## src/rtl/macrocell_pkg.sv

```systemverilog
// Shared definitions for the parametrised atfsim CPLD macrocell:
// storage-mode encodings, output-enable select codes and control-word field offsets.
package macrocell_pkg;

  typedef enum logic [1:0] {
    MODE_D    = 2'b00,
    MODE_T    = 2'b01,
    MODE_SR   = 2'b10,
    MODE_COMB = 2'b11
  } mc_mode_e;

  localparam logic [2:0] OE_ALWAYS = 3'd6;
  localparam logic [2:0] OE_OFF    = 3'd7;

  // Field offsets inside the control word, counted from the bit just above pt_sum_mask
  localparam int CTL_MODE    = 0;
  localparam int CTL_CE      = 2;
  localparam int CTL_SCLR    = 3;
  localparam int CTL_CAS_IN  = 4;
  localparam int CTL_CAS_OUT = 5;
  localparam int CTL_XOR_INV = 6;
  localparam int CTL_FB_SEL  = 7;
  localparam int CTL_OE_SEL  = 8;
  localparam int CTL_TAIL_W  = 11;

endpackage

```

## src/rtl/macrocell_gen_if.sv

```systemverilog
// Signal bundle between a macrocell and its fabric neighbourhood:
// routed inputs, output enables, cascade, configuration chain and cell outputs.
interface macrocell_gen_if #(
  parameter int UIM_W   = 40,
  parameter int FLB_W   = 16,
  parameter int NUM_GOE = 6
);
  logic [UIM_W-1:0]   uim;
  logic [FLB_W-1:0]   in_flb;
  logic [NUM_GOE-1:0] goe;
  logic               casin;
  logic               cfg_shift_en;
  logic               cfg_din;
  logic               cfg_load;
  logic               cfg_dout;
  logic               cfg_valid;
  logic               pad;
  logic               pad_oe;
  logic               mc_fb;
  logic               mc_flb;
  logic               casout;

  modport slave (
    input  uim, in_flb, goe, casin, cfg_shift_en, cfg_din, cfg_load,
    output cfg_dout, cfg_valid, pad, pad_oe, mc_fb, mc_flb, casout
  );

  modport master (
    output uim, in_flb, goe, casin, cfg_shift_en, cfg_din, cfg_load,
    input  cfg_dout, cfg_valid, pad, pad_oe, mc_fb, mc_flb, casout
  );
endinterface

```

## src/rtl/macrocell_gen_pt_eval.sv

```systemverilog
// One product term: AND of every literal whose true or complement fuse is set.
// An unfused term yields 0 so that unused terms never assert the sum.
module pt_eval #(
  parameter int IN_W = 56
) (
  input  logic [2*IN_W-1:0] fuses,
  input  logic [IN_W-1:0]   lits,
  output logic              pt
);

  always_comb begin
    pt = |fuses;
    for (int j = 0; j < IN_W; j++) begin
      if ((fuses[2*j] & ~lits[j]) | (fuses[2*j+1] & lits[j])) begin
        pt = 1'b0;
      end
    end
  end

endmodule

```

## src/rtl/macrocell_gen.sv

```systemverilog
// Parametrised CPLD macrocell with PT array, D/T/SR/comb storage and a shadow/active config chain.
// Define MC_CFG_READBACK_EN to expose shadow[0] on cfg_dout for daisy-chained readback.
module macrocell_gen
  import macrocell_pkg::*;
#(
  parameter int UIM_W   = 40,
  parameter int FLB_W   = 16,
  parameter int NUM_PT  = 5,
  parameter int NUM_GOE = 6
) (
  input  logic            gclk,
  input  logic            gclr,
  macrocell_gen_if.slave  bus
);

  localparam int IN_W  = UIM_W + FLB_W;
  localparam int PT_W  = 2 * IN_W;
  localparam int CTL_W = NUM_PT + 11;
  localparam int CFG_W = NUM_PT * PT_W + CTL_W;

  logic [CFG_W-1:0]      shadow;
  logic [CFG_W-1:0]      active;
  logic                  cfg_valid;

  logic [IN_W-1:0]       lits;
  logic [NUM_PT-1:0]     pt;
  logic [CTL_W-1:0]      ctl;
  logic [NUM_PT-1:0]     sum_mask;
  logic [CTL_TAIL_W-1:0] tail;
  mc_mode_e              mode;
  logic                  ce_en, sclr_en, cas_in_en, cas_out_en, xor_inv, fb_sel;
  logic [2:0]            oe_sel;
  logic [7:0]            oe_tab;
  logic                  sum_raw, local_sum, d, q;

  // Configuration chain: shifting has priority, a load only copies a stable shadow
  always_ff @(posedge gclk or posedge gclr) begin
    if (gclr) begin
      shadow    <= '0;
      active    <= '0;
      cfg_valid <= 1'b0;
    end else if (bus.cfg_shift_en) begin
      shadow <= {bus.cfg_din, shadow[CFG_W-1:1]};
    end else if (bus.cfg_load) begin
      active    <= shadow;
      cfg_valid <= 1'b1;
    end
  end

  assign lits = {bus.in_flb, bus.uim};

  for (genvar g = 0; g < NUM_PT; g++) begin : g_pt
    pt_eval #(.IN_W(IN_W)) u_pt (
      .fuses (active[g*PT_W +: PT_W]),
      .lits  (lits),
      .pt    (pt[g])
    );
  end

  assign ctl        = active[CFG_W-1 -: CTL_W];
  assign sum_mask   = ctl[NUM_PT-1:0];
  assign tail       = ctl[CTL_W-1:NUM_PT];
  assign mode       = mc_mode_e'(tail[CTL_MODE +: 2]);
  assign ce_en      = tail[CTL_CE];
  assign sclr_en    = tail[CTL_SCLR];
  assign cas_in_en  = tail[CTL_CAS_IN];
  assign cas_out_en = tail[CTL_CAS_OUT];
  assign xor_inv    = tail[CTL_XOR_INV];
  assign fb_sel     = tail[CTL_FB_SEL];
  assign oe_sel     = tail[CTL_OE_SEL +: 3];

  // A cell that forwards its sum down the cascade gives up its own use of it
  assign sum_raw   = (|(pt & sum_mask)) | (bus.casin & cas_in_en);
  assign local_sum = cas_out_en ? 1'b0 : sum_raw;
  assign d         = local_sum ^ xor_inv;

  always_ff @(posedge gclk or posedge gclr) begin
    if (gclr) begin
      q <= 1'b0;
    end else if (sclr_en & pt[NUM_PT-2]) begin
      q <= 1'b0;
    end else if (ce_en & ~pt[NUM_PT-1]) begin
      q <= q;
    end else begin
      unique case (mode)
        MODE_D:    q <= d;
        MODE_T:    q <= q ^ d;
        MODE_SR:   q <= pt[0] ? 1'b0 : (d ? 1'b1 : q);
        MODE_COMB: q <= q;
      endcase
    end
  end

  always_comb begin
    oe_tab                 = '0;
    oe_tab[NUM_GOE-1:0]    = bus.goe;
    oe_tab[OE_ALWAYS]      = 1'b1;
    oe_tab[OE_OFF]         = 1'b0;
  end

  assign bus.pad       = (mode == MODE_COMB) ? d : q;
  assign bus.mc_fb     = fb_sel ? d : q;
  assign bus.mc_flb    = ~bus.pad;
  assign bus.pad_oe    = cfg_valid & oe_tab[oe_sel];
  assign bus.casout    = cas_out_en ? sum_raw : 1'b0;
  assign bus.cfg_valid = cfg_valid;

`ifdef MC_CFG_READBACK_EN
  assign bus.cfg_dout = shadow[0];
`else
  assign bus.cfg_dout = 1'b0;
`endif

endmodule
```

## src/flat_wrapper.sv

```systemverilog
// flat-port wrapper written by rule: the top's interface ports become plain ports
module macrocell_gen_flat import macrocell_pkg::*;
#(
  parameter int UIM_W   = 40,
  parameter int FLB_W   = 16,
  parameter int NUM_PT  = 5,
  parameter int NUM_GOE = 6
)
  (gclk, gclr, bus_uim, bus_in_flb, bus_goe, bus_casin, bus_cfg_shift_en, bus_cfg_din, bus_cfg_load, bus_cfg_dout, bus_cfg_valid, bus_pad, bus_pad_oe, bus_mc_fb, bus_mc_flb, bus_casout);
  macrocell_gen_if #(.UIM_W(UIM_W), .FLB_W(FLB_W), .NUM_GOE(NUM_GOE)) bus_i ();
  input  logic gclk;
  input  logic gclr;
  input wire logic [$bits(bus_i.uim)-1:0] bus_uim;
  input wire logic [$bits(bus_i.in_flb)-1:0] bus_in_flb;
  input wire logic [$bits(bus_i.goe)-1:0] bus_goe;
  input wire logic [$bits(bus_i.casin)-1:0] bus_casin;
  input wire logic [$bits(bus_i.cfg_shift_en)-1:0] bus_cfg_shift_en;
  input wire logic [$bits(bus_i.cfg_din)-1:0] bus_cfg_din;
  input wire logic [$bits(bus_i.cfg_load)-1:0] bus_cfg_load;
  output wire logic [$bits(bus_i.cfg_dout)-1:0] bus_cfg_dout;
  output wire logic [$bits(bus_i.cfg_valid)-1:0] bus_cfg_valid;
  output wire logic [$bits(bus_i.pad)-1:0] bus_pad;
  output wire logic [$bits(bus_i.pad_oe)-1:0] bus_pad_oe;
  output wire logic [$bits(bus_i.mc_fb)-1:0] bus_mc_fb;
  output wire logic [$bits(bus_i.mc_flb)-1:0] bus_mc_flb;
  output wire logic [$bits(bus_i.casout)-1:0] bus_casout;
  assign bus_i.uim = bus_uim;
  assign bus_i.in_flb = bus_in_flb;
  assign bus_i.goe = bus_goe;
  assign bus_i.casin = bus_casin;
  assign bus_i.cfg_shift_en = bus_cfg_shift_en;
  assign bus_i.cfg_din = bus_cfg_din;
  assign bus_i.cfg_load = bus_cfg_load;
  assign bus_cfg_dout = bus_i.cfg_dout;
  assign bus_cfg_valid = bus_i.cfg_valid;
  assign bus_pad = bus_i.pad;
  assign bus_pad_oe = bus_i.pad_oe;
  assign bus_mc_fb = bus_i.mc_fb;
  assign bus_mc_flb = bus_i.mc_flb;
  assign bus_casout = bus_i.casout;
  macrocell_gen #(.UIM_W(UIM_W), .FLB_W(FLB_W), .NUM_PT(NUM_PT), .NUM_GOE(NUM_GOE)) u_core (.gclk(gclk), .gclr(gclr), .bus(bus_i));
endmodule
```

## config.mk

```make
export PLATFORM = sky130hd
export DESIGN_NAME = macrocell_gen_flat
export DESIGN_NICKNAME = d
export VERILOG_FILES = /design/src/rtl/macrocell_pkg.sv /design/src/rtl/macrocell_gen_if.sv /design/src/rtl/macrocell_gen_pt_eval.sv /design/src/rtl/macrocell_gen.sv /design/src/flat_wrapper.sv
export SDC_FILE = /design/constraint.sdc
export NUM_CORES = 2
export LEC_CHECK = 0
export CELL_PAD_IN_SITES_DETAIL_PLACEMENT = 0
export CELL_PAD_IN_SITES_GLOBAL_PLACEMENT = 2
export CORE_MARGIN = 5
export CORE_UTILIZATION = 40
export CTS_BUF_LIST = sky130_fd_sc_hd__clkbuf_16
export DETAILED_ROUTE_END_ITERATION = 12
export DONT_BUFFER_PORTS = 1
export PLACE_DENSITY_LB_ADDON = 0.3
export SLEW_MARGIN = 20
export SYNTH_ARGS = -nofsm -noshare
export SYNTH_HDL_FRONTEND = slang
export SYNTH_HIERARCHICAL = 1
export SYNTH_SLANG_ARGS = --single-unit
```

## constraint.sdc

```tcl
create_clock -name gclk -period 45.9 [get_ports gclk]
set_input_delay 9.18 -clock gclk [delete_from_list [all_inputs] [get_ports gclk]]
set_output_delay 9.18 -clock gclk [all_outputs]
set_load 0.01 [all_outputs]
```

* Yosys cells after proc, flatten, opt, wreduce, memory -nomap -nowiden
Cells that the tools add are included.
** Cells by class
- $lt $le $gt $ge :: 1
- Equal/unequal tests :: 6
- Mux-type cells :: 291
- Bitwise logic cells :: 907
- Reductions and logical operators :: 9
** Operator list (count)
- bitwise AND 1 bit :: 564
- OR reduction 112 bit :: 5
- two-way mux 1 bit :: 289
- bitwise OR 1 bit :: 281
- NOT 1 bit :: 59
- bitwise AND 5 bit :: 1
- OR reduction 5 bit :: 1
- == test 2 bit, second input constant :: 2
- < comparator 3 x 4 -> 1 bit, second input constant :: 1
- != test 2 x 1 -> 1 bit, second input constant :: 2
- != test 4 x 2 -> 1 bit, second input constant :: 1
- binary-select mux 1 bit (select 3 bit) :: 1
- one-hot mux 1 bit (3 select lines) :: 1
- AND reduction 3 bit :: 1
- == test 2 x 1 -> 1 bit, second input constant :: 1
- zero test 2 bit :: 1
- AND reduction 2 bit :: 1
- XOR 1 bit :: 2
** Storage, ports and cells
- Register bits :: 1154
- Input port bits :: 68
- Output and inout port bits :: 7

* Depth between registers and ports, before layout
- Depth after elaboration :: 69
- Gate-level depth with buffers :: 9
- Depth with buffers taken out :: 9

* Modules after synthesis
Netlist, hierarchy kept.
** By module, submodules not included
- macrocell_gen :: instances 1, cells an instance 2479, area each 45144.5 um^2
- pt_eval :: instances 5, cells an instance 113, area each 918.4 um^2

* Worst setup path after synthesis
No wires, ideal clock.
- Kind :: input-to-output
- From :: in bus_in_flb[2]
- To :: out bus_mc_fb
- Data arrival time :: 10.833 ns
- Path slack :: 25.887 ns
- Stages :: 9
- Cell sequence :: mux2i_1 -> nand4_1 -> nor4_2 -> nand4_1 -> a21oi_1 -> a22oi_1 -> nand4b_1 -> or3b_1 -> a21oi_1
** Between the ends
- Cells in the longest elaborated chain, start to end :: 23
- Elaborated cells on any way between the ends :: 92
** Ends and longest elaborated chain
- start: declaration :: RTL line flat_wrapper.sv:14 : input wire logic [$bits(bus_i.in_flb)-1:0] bus_in_flb;
- NOT 1 bit :: RTL line macrocell_gen_pt_eval.sv:14 : if ((fuses[2*j] & ~lits[j]) | (fuses[2*j+1] & lits[j])) begin
- bitwise AND 1 bit :: RTL line macrocell_gen_pt_eval.sv:14
- bitwise OR 1 bit * :: RTL line macrocell_gen_pt_eval.sv:14
- two-way mux 1 bit * (14 in series) :: RTL line macrocell_gen_pt_eval.sv:14
- named net u_core.pt[4] :: RTL line macrocell_gen.sv:26 : logic [NUM_PT-1:0] pt;
- bitwise AND 5 bit * :: RTL line macrocell_gen.sv:73 : assign sum_raw = (|(pt & sum_mask)) | (bus.casin & cas_in_en);
- OR reduction 5 bit * :: RTL line macrocell_gen.sv:73
- bitwise OR 1 bit * :: RTL line macrocell_gen.sv:73
- two-way mux 1 bit * :: RTL line macrocell_gen.sv:74 : assign local_sum = cas_out_en ? 1'b0 : sum_raw;
- XOR 1 bit * :: RTL line macrocell_gen.sv:75 : assign d = local_sum ^ xor_inv;
- two-way mux 1 bit * :: RTL line macrocell_gen.sv:102 : assign bus.mc_fb = fb_sel ? d : q;
- end: declaration :: RTL line flat_wrapper.sv:24 : output wire logic [$bits(bus_i.mc_fb)-1:0] bus_mc_fb;
The timed path passes the listed nets; every way through them passes the cells marked *.

* Worst setup path after layout
- From :: in bus_uim[28]
- To :: out bus_pad
** Between the ends
- Cells in the longest elaborated chain, start to end :: 37
- Elaborated cells on any way between the ends :: 162
** Ends and longest elaborated chain
- start: declaration :: RTL line flat_wrapper.sv:13 : input wire logic [$bits(bus_i.uim)-1:0] bus_uim;
- NOT 1 bit :: RTL line macrocell_gen_pt_eval.sv:14
- bitwise AND 1 bit :: RTL line macrocell_gen_pt_eval.sv:14
- bitwise OR 1 bit * :: RTL line macrocell_gen_pt_eval.sv:14
- two-way mux 1 bit * (28 in series) :: RTL line macrocell_gen_pt_eval.sv:14
- named net u_core.pt[4] :: RTL line macrocell_gen.sv:26
- bitwise AND 5 bit * :: RTL line macrocell_gen.sv:73
- OR reduction 5 bit * :: RTL line macrocell_gen.sv:73
- bitwise OR 1 bit * :: RTL line macrocell_gen.sv:73
- two-way mux 1 bit * :: RTL line macrocell_gen.sv:74
- XOR 1 bit * :: RTL line macrocell_gen.sv:75
- two-way mux 1 bit * :: RTL line macrocell_gen.sv:101 : assign bus.pad = (mode == MODE_COMB) ? d : q;
- end: declaration :: RTL line flat_wrapper.sv:22 : output wire logic [$bits(bus_i.pad)-1:0] bus_pad;
Marks and branches as above.

==> impl_metrics.yaml <==
place:
  dp.cells: 4574
  io_buffers: 0
  placed_cell_area_um2: 51000
  dp_slack_ns: 24.36
  routabilityCongestion: 0.906
  dp_hpwl_mm: 93.3
sta:
  period_minus_slack_ns: 21.56
  rsz0062_at_grt: "false"
  max_freq_mhz: 46.4
  clock_skew_ns: 0.0291
  finalMaxSlewViolations: 0
  setup_slack_ns: 24.34
  relSlewSlack_pct: 9.93
  tightest_slew_ns: 1.35
  hold_viol: 0
  layout_worst_path_cycle_share_pct: 47.0
  fin_tns_setup_ns: 0
  finalSetupViolCount: 0
clock_tree:
  cts-buffers-inserted: 130
  hold_buffers: 0
  cts.sinks: 1154
  cts_resized: 0
  cts_htree_levels: 4
  cts_root_buffer: "clkbuf_16"
  cts.path.max_buffers: 3
  tritoncts: "built"
  post-cts-setup-buffer-count: 0
  clock_latency_ns: 0.76
  clk_pin_slew_ns: 0.06
synth:
  async_reset_ff_share_pct: 100
  netlist_instances: 3044
  synth_area_leader_cell: "dfrtp_1"
  synth_area_um2: 49700
  synth_ff_type: "dfrtp_1"
  synth_area_leaders: "dfrtp_1 58%, mux2_4 16%, mux2_2 14%"
  synth_common_cells: "1154 x dfrtp_1, 623 x mux2_2, 529 x mux2_4, 281 x mux2i_1, 155 x nor4_1"
  synth-seq-cells: 1154
  synth_nets: 3115
  synth_edf_count: 0
  avgSynthCellArea_um2: 16.3
  yosysSeqAreaShare_pct: 58.1
  synth.top_cell.area_share_pct: 58.1
  synth_cell_types: 33
  synth_warnings: 6
  synth_most_common_cell: "dfrtp_1"
floorplan:
  num_io_pins: 75
  coreArea_um2: 124000
  die_h_um: 363
  placement_rows: 129
  start_util_pct: 40.2
  die-area_um2: 131000
  die_width_um: 363
drt:
  viasPerCell: 5.53
  route.antenna.remaining_nets: 0
  drcViolationCount: 0
  totalWireLength_mm: 133
  firstDrtPassIters: 6
  via_count: 26600
  drt-initial-drc-count: 2095
  wl_per_cell_um: 27.7
global_routing:
  grt_usage_pct: 20.3
  overflow: 0
  grt_first_pass_wirelength_mm: 198
  antenna_found_initial: 2
  grt_max_degree: 578
  grt_pass1_vias: 27800
finish:
  fin_cells: 4810
  postLayoutCoreUtil_pct: 44.5
  drive_gt1_share_pct: 42.7
  syn_to_final_growth_pct: 10.7
  stdcell_area_um2: 55100
  nets: 3140
  fillers: 10900
worst_hold_path:
  hold_path.class: "flop to flop"
critical_path:
  worstSetupEndpointType: "primary output"
  worst-setup-path-type: "primary input to primary output"
  critPathArrivalTime_ns: 12.38
  cp-start-kind: "primary input"
  crit_fanout: 5
  cp.required_ns: 36.72
power:
  p_per_area_nw_per_um2: 39.4
  ir_worst_vdd_mv: 0.0304
  p_leak_nw: 28.8
flow_run:
  drv_cap: 0
status:
  status: "finished, final reports clean"
[final cells by class]
class | count | area [um^2] | area share [%]
flip-flops and latches | 1154 | 28900 | 52.4
multi-input cells | 1755 | 19800 | 36.0
clock buffers | 134 | 3350 | 6.09
well taps | 1637 | 2050 | 3.72
clock inverters | 101 | 712 | 1.29
repair buffers | 22 | 214 | 0.389
inverters | 6 | 30.0 | 0.0545
diodes | 1 | 2.50 | 0.00454
[per-stage QoR]
stage               power [mW]  hold slack, ns
finish                    2.17           0.512
CTS                       2.20           0.509
global placement          1.20           0.487
global route              2.25           0.528
detailed placement        1.20           0.498
floorplan                 1.18           0.454
[placed cells by master, fill, tap and decap left out, types with 5 or more instances in the layout]
| cell type | synthesis | routed |
|---|---|---|
| a21oi_1 | 10 | 10 |
| buf_4 | 1 | 16 |
| bufinv_16 | 0 | 7 |
| clkbuf_16 | 0 | 134 |
| clkinv_1 | 0 | 33 |
| clkinv_2 | 0 | 21 |
| clkinv_8 | 0 | 7 |
| dfrtp_1 | 1154 | 1154 |
| inv_1 | 6 | 33 |
| mux2_2 | 623 | 623 |
| mux2_4 | 529 | 529 |
| mux2i_1 | 281 | 281 |
| nand4_1 | 110 | 110 |
| nor2_1 | 8 | 8 |
| nor3_1 | 6 | 6 |
| nor4_1 | 155 | 155 |
| nor4_2 | 5 | 5 |
[registers in the layout (all words and copies together), names as in the netlist]
signal                cells
u_core/active           576
u_core/bus.cfg_valid      1
u_core/q                  1
u_core/shadow           576
[path summary, 6_finish.rpt]
| check | startpoint | end | slack, ns | depth (start not counted) |
|---|---|---|---|---|
| max | bus_uim[28] | bus_pad | 24.34 | 9 |
| max in group asynchronous | gclr | u_core/active[572] | 34.33 | 4 |
| min in group asynchronous | gclr | u_core/shadow[325] | 8.49 | 1 |
| min reg2reg | u_core/shadow[285] | u_core/active[285] | 0.51 | 1 |
| min | u_core/shadow[285] | u_core/active[285] | 0.51 | 1 |
| max reg2reg | u_core/active[16] | u_core/q | 41.93 | 8 |
[critical path: stages]
cell      delay, ns
mux2i_1        0.79
nand4_1        0.41
nor4_2         0.53
nand4_1        0.16
a21oi_1        0.25
a22oi_1        0.16
nand4b_1       0.15
or3b_1         0.43
a21oi_1        0.30
[metal layers]
metal	GRT usage, %	share of wire, %	vias up
met4	4.89	1.9	0
met5	0	0	-
met2	29.4	43	569
li1	-	-	11400
met3	4.14	5.5	149
met1	31.3	49	14500
[kinds of logic after synthesis]
logic type | Yosys count | synth area share (%)
DFF | 1154 | 58.1
adders and majority gates | 3 | 0.0755
muxes | 1433 | 35.7
other | 1 | 0.00754
AOI/OAI and AO/OA | 22 | 0.287
buffers and inverters | 135 | 2.09
and+or+nand+nor | 296 | 3.75
[where the power goes]
group / switching, mW / total, mW / internal [mW]
clock network: 0.423 / 0.992 / 0.570
registers: 0.0225 / 1.06 / 1.04
logic: 0.0589 / 0.117 / 0.0580
Power figures use the tool's default switching activity.
